### config.mk
export PLATFORM = sky130hd
export DESIGN_NAME = ps2_keydec_funcmod
export DESIGN_NICKNAME = d
export VERILOG_FILES = /design/src/rtl/ps2_pkg.sv /design/src/rtl/ps2_frame_rx.sv /design/src/rtl/ps2_keydec_funcmod.sv
export SDC_FILE = /design/constraint.sdc
export NUM_CORES = 1
export LEC_CHECK = 0
export ABC_CLOCK_PERIOD_IN_PS = 2800
export CAP_MARGIN = 20
export CORE_ASPECT_RATIO = 0.75
export CORE_MARGIN = 2
export CORE_UTILIZATION = 45
export CTS_BUF_LIST = sky130_fd_sc_hd__clkbuf_16
export CTS_CLUSTER_SIZE = 24
export DETAILED_ROUTE_END_ITERATION = 10
export PLACE_DENSITY = 0.66
export RECOVER_POWER = 100
export SETUP_SLACK_MARGIN = 0.05
export SYNTH_ARGS = -nofsm -noshare
export SYNTH_HDL_FRONTEND = slang
export SYNTH_SLANG_ARGS = --single-unit
### constraint.sdc
create_clock -name CLOCK -period 2.8 [get_ports CLOCK]
set_input_delay 0.56 -clock CLOCK [delete_from_list [all_inputs] [get_ports CLOCK]]
set_output_delay 0.56 -clock CLOCK [all_outputs]
set_load 0.05 [all_outputs]
### src/rtl/ps2_pkg.sv
// Shared constants and types for the PS/2 keyboard receive path.
package ps2_pkg;

    // Scan-code prefixes folded into flags rather than reported as keys
    localparam logic [7:0] PS2_PFX_EXT = 8'hE0;
    localparam logic [7:0] PS2_PFX_BRK = 8'hF0;

    // Device-to-host frame: start, 8 data, parity, stop
    localparam int unsigned FRAME_BITS = 11;
    localparam int unsigned DATA_BITS  = FRAME_BITS - 3;

    typedef enum logic [1:0] {
        IDLE,
        DATA,
        PARITY,
        STOP
    } frame_state_e;

endpackage

### src/rtl/ps2_frame_rx.sv
// PS/2 frame receiver: synchronises the raw lines, finds PS2_CLK falls,
// deframes 11-bit frames and flags parity, stop-bit and timeout errors.
module ps2_frame_rx
    import ps2_pkg::*;
#(
    parameter int unsigned TIMEOUT_CYC = 50000,
    parameter int unsigned SYNC_STAGES = 2
) (
    input  logic       clk_i,
    input  logic       rst_n_i,
    input  logic       ps2_clk_i,
    input  logic       ps2_dat_i,
    output logic       byte_vld_o,
    output logic [7:0] byte_o,
    output logic       err_o
);

    localparam int unsigned CW = $clog2(TIMEOUT_CYC + 1);

    logic [SYNC_STAGES-1:0] clk_sync_q;
    logic [SYNC_STAGES-1:0] dat_sync_q;
    logic                   clk_prev_q;
    logic                   clk_cur;
    logic                   dat_cur;
    logic                   fall;

    frame_state_e state_q, state_d;
    logic [2:0]   bitcnt_q, bitcnt_d;
    logic [7:0]   shift_q, shift_d;
    logic         par_q, par_d;
    logic [CW-1:0] cnt_q, cnt_d;

    // Synchronisers reset high to match an idle bus; prev-clock register for edge detect
    always_ff @(posedge clk_i or negedge rst_n_i) begin
        if (!rst_n_i) begin
            clk_sync_q <= '1;
            dat_sync_q <= '1;
            clk_prev_q <= 1'b1;
        end else begin
            clk_sync_q <= {clk_sync_q[SYNC_STAGES-2:0], ps2_clk_i};
            dat_sync_q <= {dat_sync_q[SYNC_STAGES-2:0], ps2_dat_i};
            clk_prev_q <= clk_sync_q[SYNC_STAGES-1];
        end
    end

    assign clk_cur = clk_sync_q[SYNC_STAGES-1];
    assign dat_cur = dat_sync_q[SYNC_STAGES-1];
    assign fall    = clk_prev_q & ~clk_cur;

    // Frame state, shift register, parity capture and timeout counter
    always_ff @(posedge clk_i or negedge rst_n_i) begin
        if (!rst_n_i) begin
            state_q  <= IDLE;
            bitcnt_q <= '0;
            shift_q  <= '0;
            par_q    <= 1'b0;
            cnt_q    <= '0;
        end else begin
            state_q  <= state_d;
            bitcnt_q <= bitcnt_d;
            shift_q  <= shift_d;
            par_q    <= par_d;
            cnt_q    <= cnt_d;
        end
    end

    // Next-state: deframe on each fall; a fall in the terminal-count cycle beats the timeout
    always_comb begin
        state_d    = state_q;
        bitcnt_d   = bitcnt_q;
        shift_d    = shift_q;
        par_d      = par_q;
        cnt_d      = cnt_q;
        byte_vld_o = 1'b0;
        err_o      = 1'b0;

        if (fall) begin
            cnt_d = '0;
            unique case (state_q)
                IDLE: begin
                    if (!dat_cur) begin
                        state_d  = DATA;
                        bitcnt_d = '0;
                    end
                end
                DATA: begin
                    shift_d  = {dat_cur, shift_q[7:1]};
                    bitcnt_d = bitcnt_q + 3'd1;
                    if (bitcnt_q == 3'(DATA_BITS - 1)) state_d = PARITY;
                end
                PARITY: begin
                    par_d   = dat_cur;
                    state_d = STOP;
                end
                STOP: begin
                    state_d = IDLE;
                    if (dat_cur && (^shift_q ^ par_q)) byte_vld_o = 1'b1;
                    else                               err_o      = 1'b1;
                end
                default: state_d = IDLE;
            endcase
        end else if (state_q == IDLE) begin
            cnt_d = '0;
        end else if (cnt_q == CW'(TIMEOUT_CYC)) begin
            cnt_d   = '0;
            state_d = IDLE;
            err_o   = 1'b1;
        end else begin
            cnt_d = cnt_q + CW'(1);
        end
    end

    assign byte_o = shift_q;

endmodule

### src/rtl/ps2_keydec_funcmod.sv
// PS/2 keyboard decoder top: folds E0/F0 prefixes into flags and registers
// one key event per non-prefix byte, plus a one-cycle error strobe.
module ps2_keydec_funcmod
    import ps2_pkg::*;
#(
    parameter int unsigned TIMEOUT_CYC = 50000,
    parameter int unsigned SYNC_STAGES = 2
) (
    input  logic       CLOCK,
    input  logic       RST_n,
    input  logic       PS2_CLK,
    input  logic       PS2_DAT,
    output logic [7:0] oData,
    output logic       oTrig,
    output logic       oExt,
    output logic       oBrk,
    output logic       oErr
);

    logic       rx_vld;
    logic [7:0] rx_byte;
    logic       rx_err;

    logic [7:0] data_q, data_d;
    logic       ext_q, ext_d;
    logic       brk_q, brk_d;
    logic       trig_q, trig_d;
    logic       err_q, err_d;
    logic       pfx_ext_q, pfx_ext_d;
    logic       pfx_brk_q, pfx_brk_d;

    ps2_frame_rx #(
        .TIMEOUT_CYC(TIMEOUT_CYC),
        .SYNC_STAGES(SYNC_STAGES)
    ) u_rx (
        .clk_i     (CLOCK),
        .rst_n_i   (RST_n),
        .ps2_clk_i (PS2_CLK),
        .ps2_dat_i (PS2_DAT),
        .byte_vld_o(rx_vld),
        .byte_o    (rx_byte),
        .err_o     (rx_err)
    );

    // Output and prefix-flag registers
    always_ff @(posedge CLOCK or negedge RST_n) begin
        if (!RST_n) begin
            data_q    <= 8'h00;
            ext_q     <= 1'b0;
            brk_q     <= 1'b0;
            trig_q    <= 1'b0;
            err_q     <= 1'b0;
            pfx_ext_q <= 1'b0;
            pfx_brk_q <= 1'b0;
        end else begin
            data_q    <= data_d;
            ext_q     <= ext_d;
            brk_q     <= brk_d;
            trig_q    <= trig_d;
            err_q     <= err_d;
            pfx_ext_q <= pfx_ext_d;
            pfx_brk_q <= pfx_brk_d;
        end
    end

    // Prefixes only set flags; any other byte publishes an event; errors drop pending prefixes
    always_comb begin
        data_d    = data_q;
        ext_d     = ext_q;
        brk_d     = brk_q;
        trig_d    = 1'b0;
        err_d     = 1'b0;
        pfx_ext_d = pfx_ext_q;
        pfx_brk_d = pfx_brk_q;

        if (rx_vld) begin
            if (rx_byte == PS2_PFX_EXT) begin
                pfx_ext_d = 1'b1;
            end else if (rx_byte == PS2_PFX_BRK) begin
                pfx_brk_d = 1'b1;
            end else begin
                data_d    = rx_byte;
                ext_d     = pfx_ext_q;
                brk_d     = pfx_brk_q;
                trig_d    = 1'b1;
                pfx_ext_d = 1'b0;
                pfx_brk_d = 1'b0;
            end
        end else if (rx_err) begin
            err_d     = 1'b1;
            pfx_ext_d = 1'b0;
            pfx_brk_d = 1'b0;
        end
    end

    assign oData = data_q;
    assign oExt  = ext_q;
    assign oBrk  = brk_q;
    assign oTrig = trig_q;
    assign oErr  = err_q;

endmodule

Word level (Yosys, flattened, before mapping)
Cells that the tools add are included.

word-level totals
  logic and storage cells = 78
  bits of input ports = 4
  output and inout port bits = 12
  flip-flop bits (word level) = 49

operators by class
  equal/unequal tests = 12
  muxes and demuxes = 31
  bitwise gates (word level) = 5
  add/subtract/negate cells = 2
  reductions and logical operators = 13

operator list
  cell                   number
  $mux 16                3
  $mux 1                 20
  $add 16x1->16 const B  1
  $eq 16x16->1 const B   1
  $eq 8x8->1 const B     2
  $mux 2                 5
  $pmux 2 s4             1
  $reduce_and 2->1       4
  $reduce_xor 8->1       1
  $ne 3x3->1 const B     2
  $pmux 3 s2             1
  $reduce_and 3->1       2
  $reduce_bool 2->1      3
  $eq 2x2->1 const B     2
  $ne 2x2->1 const B     2
  $reduce_and 4->1       1
  $add 3x1->3 const B    1
  $eq 3x3->1 const B     1
  $mux 3                 1
  $not 1->1              3
  $eq 2x1->1 const B     1
  $logic_not 2->1        1
  $ne 2x1->1 const B     1
  $and 1x1->1            1
  other kinds (2)        2

Depth between registers and ports, before layout
Gate-level depths: netlist of run 1.

  depth after elaboration = 8
  mapped depth = 7
  mapped depth without buffers = 6

Modules after synthesis
Synthesis of run 1 repeated with hierarchy kept, for this count alone.

second synthesis, totals
  cells, all modules = 204
  area, all modules = 2363.5 um^2

by module, submodules not included
  module              cells each  instances  seq. area each (um^2)  area an instance (um^2)
  ps2_frame_rx        163         1          882.1                  1790.5
  ps2_keydec_funcmod  41          1          350.3                  573.0

Least setup slack after synthesis of run 1
Ideal clock, no wire load.

  kind = reg-to-reg
  from = register u_rx.shift_q[1] (netlist: u_rx.byte_o[1])
  to = register brk_q (netlist: oBrk)
  data required time = 2.675 ns
  path buffers = 1
  setup time = 0.125 ns
  clock period less this slack = 2.020 ns
  data arrival time = 1.895 ns
  slack = 0.780 ns
  stages on the path, launching flop included = 8
  cells stage by stage = dfrtp_1 -> inv_1 -> ha_1 -> xnor3_1 -> xnor2_1 -> nand3_1 -> buf_2 -> mux2_2

between the ends
  word-level cells in the longest chain between the ends = 7
  elaborated cells on any way between the ends = 11
  those cells by class = 2 x eq/ne; 3 x mux; 3 x bitwise; 3 x reduce/logical

RTL lines
  item                                 RTL line                  source
  from (decl)                          ps2_frame_rx.sv:29        logic [7:0] shift_q, shift_d;
  from (signal assigned)               ps2_frame_rx.sv:61        shift_q <= shift_d;
  $reduce_xor 8->1                     ps2_frame_rx.sv:97        if (dat_cur && (^shift_q ^ par_q)) byte_vld_o = 1'b1;
  $xor 1x1->1                          ps2_frame_rx.sv:97
  $logic_and 1x1->1                    ps2_frame_rx.sv:97
  $mux 1                               ps2_frame_rx.sv:97
  $mux 1                               ps2_frame_rx.sv:79        unique case (state_q)
  $mux 1                               ps2_frame_rx.sv:77        if (fall) begin
  $reduce_and 3->1 (no source line) *  -
  to (signal assigned)                 ps2_keydec_funcmod.sv:58  brk_q <= brk_d;
  to (decl)                            ps2_keydec_funcmod.sv:26  logic brk_q, brk_d;

Mark *: on every way between the ends. The rest lies on a longest branch, timed or not.
A chain may end at the register's enable or synchronous reset.

Final worst setup path of run 1
  from = register u_rx.shift_q[6] (netlist: u_rx.byte_o[6])
  to = register data_q[3] (netlist: oData[3])

between the ends
  word-level cells in the longest chain between the ends = 7
  elaborated cells on any way between the ends = 11
  those cells by class = 2 x eq/ne; 3 x mux; 3 x bitwise; 3 x reduce/logical

RTL lines
  item                                 RTL line                  source
  $reduce_xor 8->1                     ps2_frame_rx.sv:97
  $xor 1x1->1                          ps2_frame_rx.sv:97
  $logic_and 1x1->1                    ps2_frame_rx.sv:97
  $mux 1                               ps2_frame_rx.sv:97
  $mux 1                               ps2_frame_rx.sv:79
  $mux 1                               ps2_frame_rx.sv:77
  $reduce_and 3->1 (no source line) *  -
  to (signal assigned)                 ps2_keydec_funcmod.sv:56  data_q <= data_d;
  to (decl)                            ps2_keydec_funcmod.sv:24  logic [7:0] data_q, data_d;

Marked as above.

==> results of run 1 <==
==> metal layers <==
layer | vias up | part of all wire (%)
met4 | 0 | 1.6
met2 | 16 | 40
met3 | 9 | 2.7
li1 | 778 | -
met5 | - | 0
met1 | 745 | 55
==> cells in the mapped netlist, types with 2 or more instances <==
cell       n  area, um^2
nand2b_1   2       12.51
nor4_1     2       12.51
nor4b_1    2       17.52
a21oi_1    5       25.02
clkbuf_1   4       15.01
ha_1      13       162.7
xor2_1     2       17.52
nor3_1     5       25.02
xnor2_1   11       96.34
nand2_1   16       60.06
dfstp_2    5       131.4
mux2_2    13       146.4
nor2b_1    2       12.51
nand3_1    7       35.03
nor2_1    18       67.56
nand4_1    6       37.54
inv_1     17       63.81
and2_1     3       18.77
o311ai_0   2       17.52
dfrtp_1   44        1101
nor3b_1    2       15.01
o21ai_0   10       50.05
o211ai_1   2       15.01
o31ai_1    3       22.52
==> worst max-delay path by stage <==
stage	slack [ns]	cells past startpoint	end	from
final	0.33	5	oData[3]	u_rx.byte_o[6]
after global placement	0.38	5	oExt	u_rx.byte_o[6]
after detailed placement	0.29	5	oData[3]	u_rx.byte_o[6]
after floorplan	0.78	7	oBrk	u_rx.byte_o[1]
after global routing	0.14	5	oData[2]	u_rx.byte_o[6]
after CTS	0.30	5	oData[3]	u_rx.byte_o[6]
==> sequential cells by signal, summed over array words and instances (netlist names), 2 cells and up <==
register and cells:
u_rx.cnt_q 16, u_rx.state_q 2, u_rx.dat_sync_q 2, oData 8
u_rx.bitcnt_q 3, u_rx.byte_o 8, u_rx.clk_sync_q 2
==> metrics by stage <==
stage	utilization, %	area, um^2
6_report	54.14	2683
3_5_place_dp	51.89	2571
2_1_floorplan	-	2344
4_1_cts	54.85	2718
3_3_place_gp	51.89	2571
5_1_grt	54.14	2683
==> power by group through the flow <==
| stage | clock (W) | sequential, W | combinational [W] |
|---|---|---|---|
| final | 0.000599 | 0.000939 | 0.000725 |
| after global routing | 0.000649 | 0.000963 | 0.000812 |
| after CTS | 0.000613 | 0.000942 | 0.000744 |
| after detailed placement | 0 | 0.000954 | 0.000741 |
| after global placement | 0 | 0.000950 | 0.000733 |
| after floorplan | 0 | 0.000999 | 0.000501 |
==> critical path: cells and delay by family, from the launching register on <==
kind / cells / cell delay (ns)
fa+ha+maj: 1 / 0.34
xor+xnor: 2 / 0.67
flops: 1 / 0.41
mux: 1 / 0.44
simple gates: 1 / 0.49
==> kinds of logic after synthesis <==
logic type	Yosys count	synth area share, %
simple gates	72	16.23
mux	13	6.247
fa+ha+maj	13	6.941
buf+inv	22	3.577
compound gates	30	8.596
flops	49	52.59
xor+xnor	14	5.820
==> area by class of cell <==
class,instances,area share [%]
clock inverter,3,0.7929
sequential,49,45.94
timing repair buffer,17,5.737
inverter,17,2.379
multi-input combinational,142,37.69
tap,60,2.799
clock buffer,5,4.664
==> results.yml, run 1 <==
pwr:
  p_leak_nw: 1.200
  p_total_w: 0.002262
  seqPwrFrac_pct: 41.5
  combPwrFrac_pct: 32.0
  vdd_drop_max_mv: 0.5585
  p_int_w: 0.001467
  netSwitchingFraction_pct: 35.17
  p_switching_w: 0.0007957
  clkPwrFrac_pct: 26.5
  pwr_density_cell_mw_per_mm2: 843.3
synthesis:
  syn_avg_cell_area_um2: 11.00
  ys.flop_type: "dfrtp_1"
  synth_edf_count: 0
  synthCells: 213
  ys_types: 41
  yosysSeqAreaShare_pct: 52.59
  synthArstFlopShare_pct: 100.0
  syn_area_mm2: 0.002343
  synth-seq-cells: 49
  synth_nets: 230
  ys_warn_count: 0
hold_path:
  hold_depth: 0
  hold_class: "flop to flop"
  hold_path.startpoint: "u_rx.dat_sync_q[0]"
  holdPathEnd: "u_rx.dat_sync_q[1]"
worst_setup_path:
  worstRegToRegCells: 5
  required_ns: 2.97
  path_class: "flop to flop"
  r2r_setup_slack_ns: 0.33
  r2r_start: "u_rx.byte_o[6]"
  r2r-end: "oData[3]"
  critPathMaxFanout: 11
  critical-path-max-stage-delay_ns: 0.49
  start_kind: "flop"
  end_kind: "flop"
  slowest_stage: "nand3_1"
  crit_arrival_ns: 2.64
  crit_chain: "ha_1 > xnor3_1 > xnor2_1 > nand3_1 > mux2_2"
sta:
  setup_viol: 0
  hold_viol: 0
  worst_slack_ns: 0.3291
  whs_ns: 0.3569
  timing.setup.tns_ns: 0
  relSlewSlack_pct: 20.70
  period_needed_ns: 2.471
  worst_slew_pin_slew_ns: 1.189
  period_share_pct: 88.25
  timing.fmax_mhz: 404.7
  skew_ns: 0.008392
  maxSlewViolCount: 0
  rsz0062_at_grt: "false"
routing:
  wirelength_mm: 3.923
  drt_iter0_markers: 78
  drtPass1Iterations: 4
  via_per_inst: 5.283
  vias: 1548
  drc: 0
  wl_per_cell_um: 13.39
  ant_nets: 0
place:
  gp_congestion: 0.7497
  dpl.hpwl_mm: 2.770
  port_buffers: 15
  post-place-ws_ns: 0.2857
  placedCellCount: 285
floorplanning:
  dieArea_mm2: 0.005807
  ioPinCount: 16
  start_util_pct: 47.30
  core-area_mm2: 0.004955
  die_height_um: 66.50
  die_w_um: 87.33
  rows: 22
global_routing:
  track_usage_pct: 16.12
  grt_pass1_vias: 1577
  overflow: 0
  met1_usage_pct: 22.98
  met2_usage_pct: 23.77
  antenna_found_initial: 0
  grt_max_degree: 50
  grt_pass1_wl_mm: 7.314
  gr-max-usage-layer: "met2"
  met3_usage_pct: 3.965
final_layout:
  layout_common_cells: "dfrtp_1, nor2_1, inv_1"
  drive_gt1_share_pct: 12.02
  diodes: 0
  multi_input_area_mm2: 0.001011
  areaGrowthSynthToFinish_pct: 14.47
  fin_nets: 249
  final_common_cell: "dfrtp_1"
  instances_no_fill: 293
  regArea_mm2: 0.001232
  fillers: 431
outcome:
  status: "completed"
cts:
  cts_buffers: 5
  insertion_delay_ns: 0.29
  postCtsSetupBuffers: 0
  holdBufCountCts: 0
  cts_tree: "done"
  clk_pin_slew_worst_paths_ns: 0.07
  clock-sinks: 49
  ctsResizeCount: 0
  htree_levels: 2
  clk_path_buf_depth: 2
  root_buffer: "clkbuf_16"
job:
  maxCapViolCount: 0
(Power assumes the default switching activity.)
==> inputs of run 2 (changes only) <==
--- a/config.mk
+++ b/config.mk
@@ -16,6 +16,7 @@
 export PLACE_DENSITY = 0.66
 export RECOVER_POWER = 100
 export SETUP_SLACK_MARGIN = 0.05
+export SKIP_LAST_GASP = 1
 export SYNTH_ARGS = -nofsm -noshare
 export SYNTH_HDL_FRONTEND = slang
 export SYNTH_SLANG_ARGS = --single-unit
==> results of run 2 <==
Final layout, timing and power as in run 1 (identical DEF).
==> inputs of run 3 (changes only) <==
--- a/config.mk
+++ b/config.mk
@@ -10,10 +10,10 @@
 export CORE_ASPECT_RATIO = 0.75
 export CORE_MARGIN = 2
 export CORE_UTILIZATION = 45
-export CTS_BUF_LIST = sky130_fd_sc_hd__clkbuf_16
+export CTS_BUF_LIST = sky130_fd_sc_hd__clkbuf_4
 export CTS_CLUSTER_SIZE = 24
 export DETAILED_ROUTE_END_ITERATION = 10
-export PLACE_DENSITY = 0.66
+export PLACE_DENSITY = 0.73
 export RECOVER_POWER = 100
 export SETUP_SLACK_MARGIN = 0.05
 export SKIP_LAST_GASP = 1
==> run 3 against run 2 <==
Compared with the run above: critical path type is now flop to output port; flip-flop and latch count stayed put; cell area is 2.6% lower; via count grew 0.65%; wire length decreased by 3.7%; die area unchanged; register-to-register slack gained 0.33 ns; largest power group unchanged; critical endpoint is now oData[7].
==> results.yml, run 3 (synthesis results as in run 1) <==
floorplanning:
  rows: 22
  dieArea_mm2: 0.005807
  start_util_pct: 47.30
  core-area_mm2: 0.004955
  die_height_um: 66.50
  ioPinCount: 16
  die_w_um: 87.33
final_layout:
  largest_register_ffs: 16
  drive_gt1_share_pct: 13.30
  fillers: 445
  top_register: "u_rx.cnt_q"
  final_common_cell: "dfrtp_1"
  regArea_mm2: 0.001232
  layout_common_cells: "dfrtp_1, nor2_1, inv_1"
  fin_nets: 249
  multi_input_area_mm2: 0.001027
  diodes: 0
  final_cell_area_mm2: 0.002614
  instances_no_fill: 293
  areaGrowthSynthToFinish_pct: 11.53
pwr:
  p_leak_nw: 1.166
  pwr_density_cell_mw_per_mm2: 764.1
  vdd_drop_max_mv: 0.3205
cts:
  holdBufCountCts: 0
  insertion_delay_ns: 0.37
  cts_tree: "done"
  clk_path_buf_depth: 2
  ctsResizeCount: 0
  htree_levels: 2
  postCtsSetupBuffers: 0
  clk_pin_slew_worst_paths_ns: 0.15
  root_buffer: "clkbuf_4"
  clock-sinks: 49
  cts_buffers: 5
sta:
  relSlewSlack_pct: 39.74
  period_share_pct: 78.49
  rsz0062_at_grt: "false"
  whs_ns: 0.2718
  timing.setup.tns_ns: 0
  hold_viol: 0
  timing.fmax_mhz: 455.0
  skew_ns: 0.01870
  setup_viol: 0
  worst_slack_ns: 0.6022
  worst_slew_pin_slew_ns: 0.9039
  maxSlewViolCount: 0
  period_needed_ns: 2.198
place:
  placedCellCount: 285
  gp_congestion: 0.7604
  dpl_cell_area_mm2: 0.002559
  dpl.hpwl_mm: 2.796
  post-place-ws_ns: 0.6876
  port_buffers: 15
worst_setup_path:
  critical-path-max-stage-delay_ns: 0.87
  end_kind: "output port"
  crit_arrival_ns: 1.64
  slowest_stage: "dlygate4sd3_1"
  start_kind: "flop"
  crit_chain: "dlygate4sd3_1"
  critPathMaxFanout: 2
  required_ns: 2.24
  timing.critical_path.max_delay_family: "buffers and inverters"
  path_class: "flop to output port"
  cp_num_buf_inv: 1
global_routing:
  met3_usage_pct: 4.213
  antenna_found_initial: 0
  met1_usage_pct: 23.96
  grt_pass1_vias: 1564
  overflow: 0
  track_usage_pct: 15.94
  grt_max_degree: 33
  grt_pass1_wl_mm: 7.210
  gr-max-usage-layer: "met1"
  met2_usage_pct: 22.25
routing:
  via_per_inst: 5.317
  drtPass1Iterations: 4
  drc: 0
  wirelength_mm: 3.778
  ant_nets: 0
  vias: 1558
  drt_iter0_markers: 82
  wl_per_cell_um: 12.89
outcome:
  status: "completed"
job:
  maxCapViolCount: 0
hold_path:
  hold_class: "input port to asynchronous set/reset pin"
[run 3: cell types whose count changed in the layout (fill, tap and decap cells not counted), sizes merged]
cell | before | now
clkbuf | 7 | 8
clkinv | 2 | 1
[run 3: metal layers]
| metal | share of wire, % | up-vias | wire, um |
|---|---|---|---|
| li1 | - | 783 | - |
| met1 | 56 | 741 | 2103 |
| met2 | 39 | 27 | 1468 |
| met3 | 4.0 | 7 | 152 |
| met4 | 1.4 | 0 | 54 |
| met5 | 0 | - | 0 |
[run 3: power by group]
part           internal [W]  total [W]  switching, W
sequential         0.000831   0.000941      0.000110
clock              0.000111   0.000336      0.000226
combinational      0.000301   0.000720      0.000419
[run 3: worst paths after layout]
check	start	end	slack (ns)	depth (start not counted)
worst min-delay path	RST_n	oData[4]	0.27	1
worst min register to register	u_rx.dat_sync_q[0]	u_rx.dat_sync_q[1]	0.37	0
max in group asynchronous	RST_n	u_rx.cnt_q[5]	1.24	2
worst max-delay path	oData[7]	oData[7]	0.60	1
worst max register to register	u_rx.byte_o[1]	oData[4]	0.66	7
min in group CLOCK	u_rx.dat_sync_q[0]	u_rx.dat_sync_q[1]	0.37	0
[run 3: area by class of cell]
| class | count | area share [%] |
|---|---|---|
| clock buffers | 6 | 1.723 |
| flip-flops and latches | 49 | 47.15 |
| clock inverters | 2 | 0.5266 |
| multi-input cells | 142 | 39.30 |
| repair buffers | 17 | 5.984 |
| well taps | 60 | 2.872 |
| inverters | 17 | 2.441 |
[run 3: through the flow]
| step | util, % | total power [W] |
|---|---|---|
| finish | 52.75 | 0.001997 |
| global route | 52.75 | 0.002180 |
| CTS | 52.83 | 0.002029 |
| detailed placement | 51.64 | 0.001690 |
| global placement | 51.64 | 0.001676 |
| floorplan | - | 0.001501 |
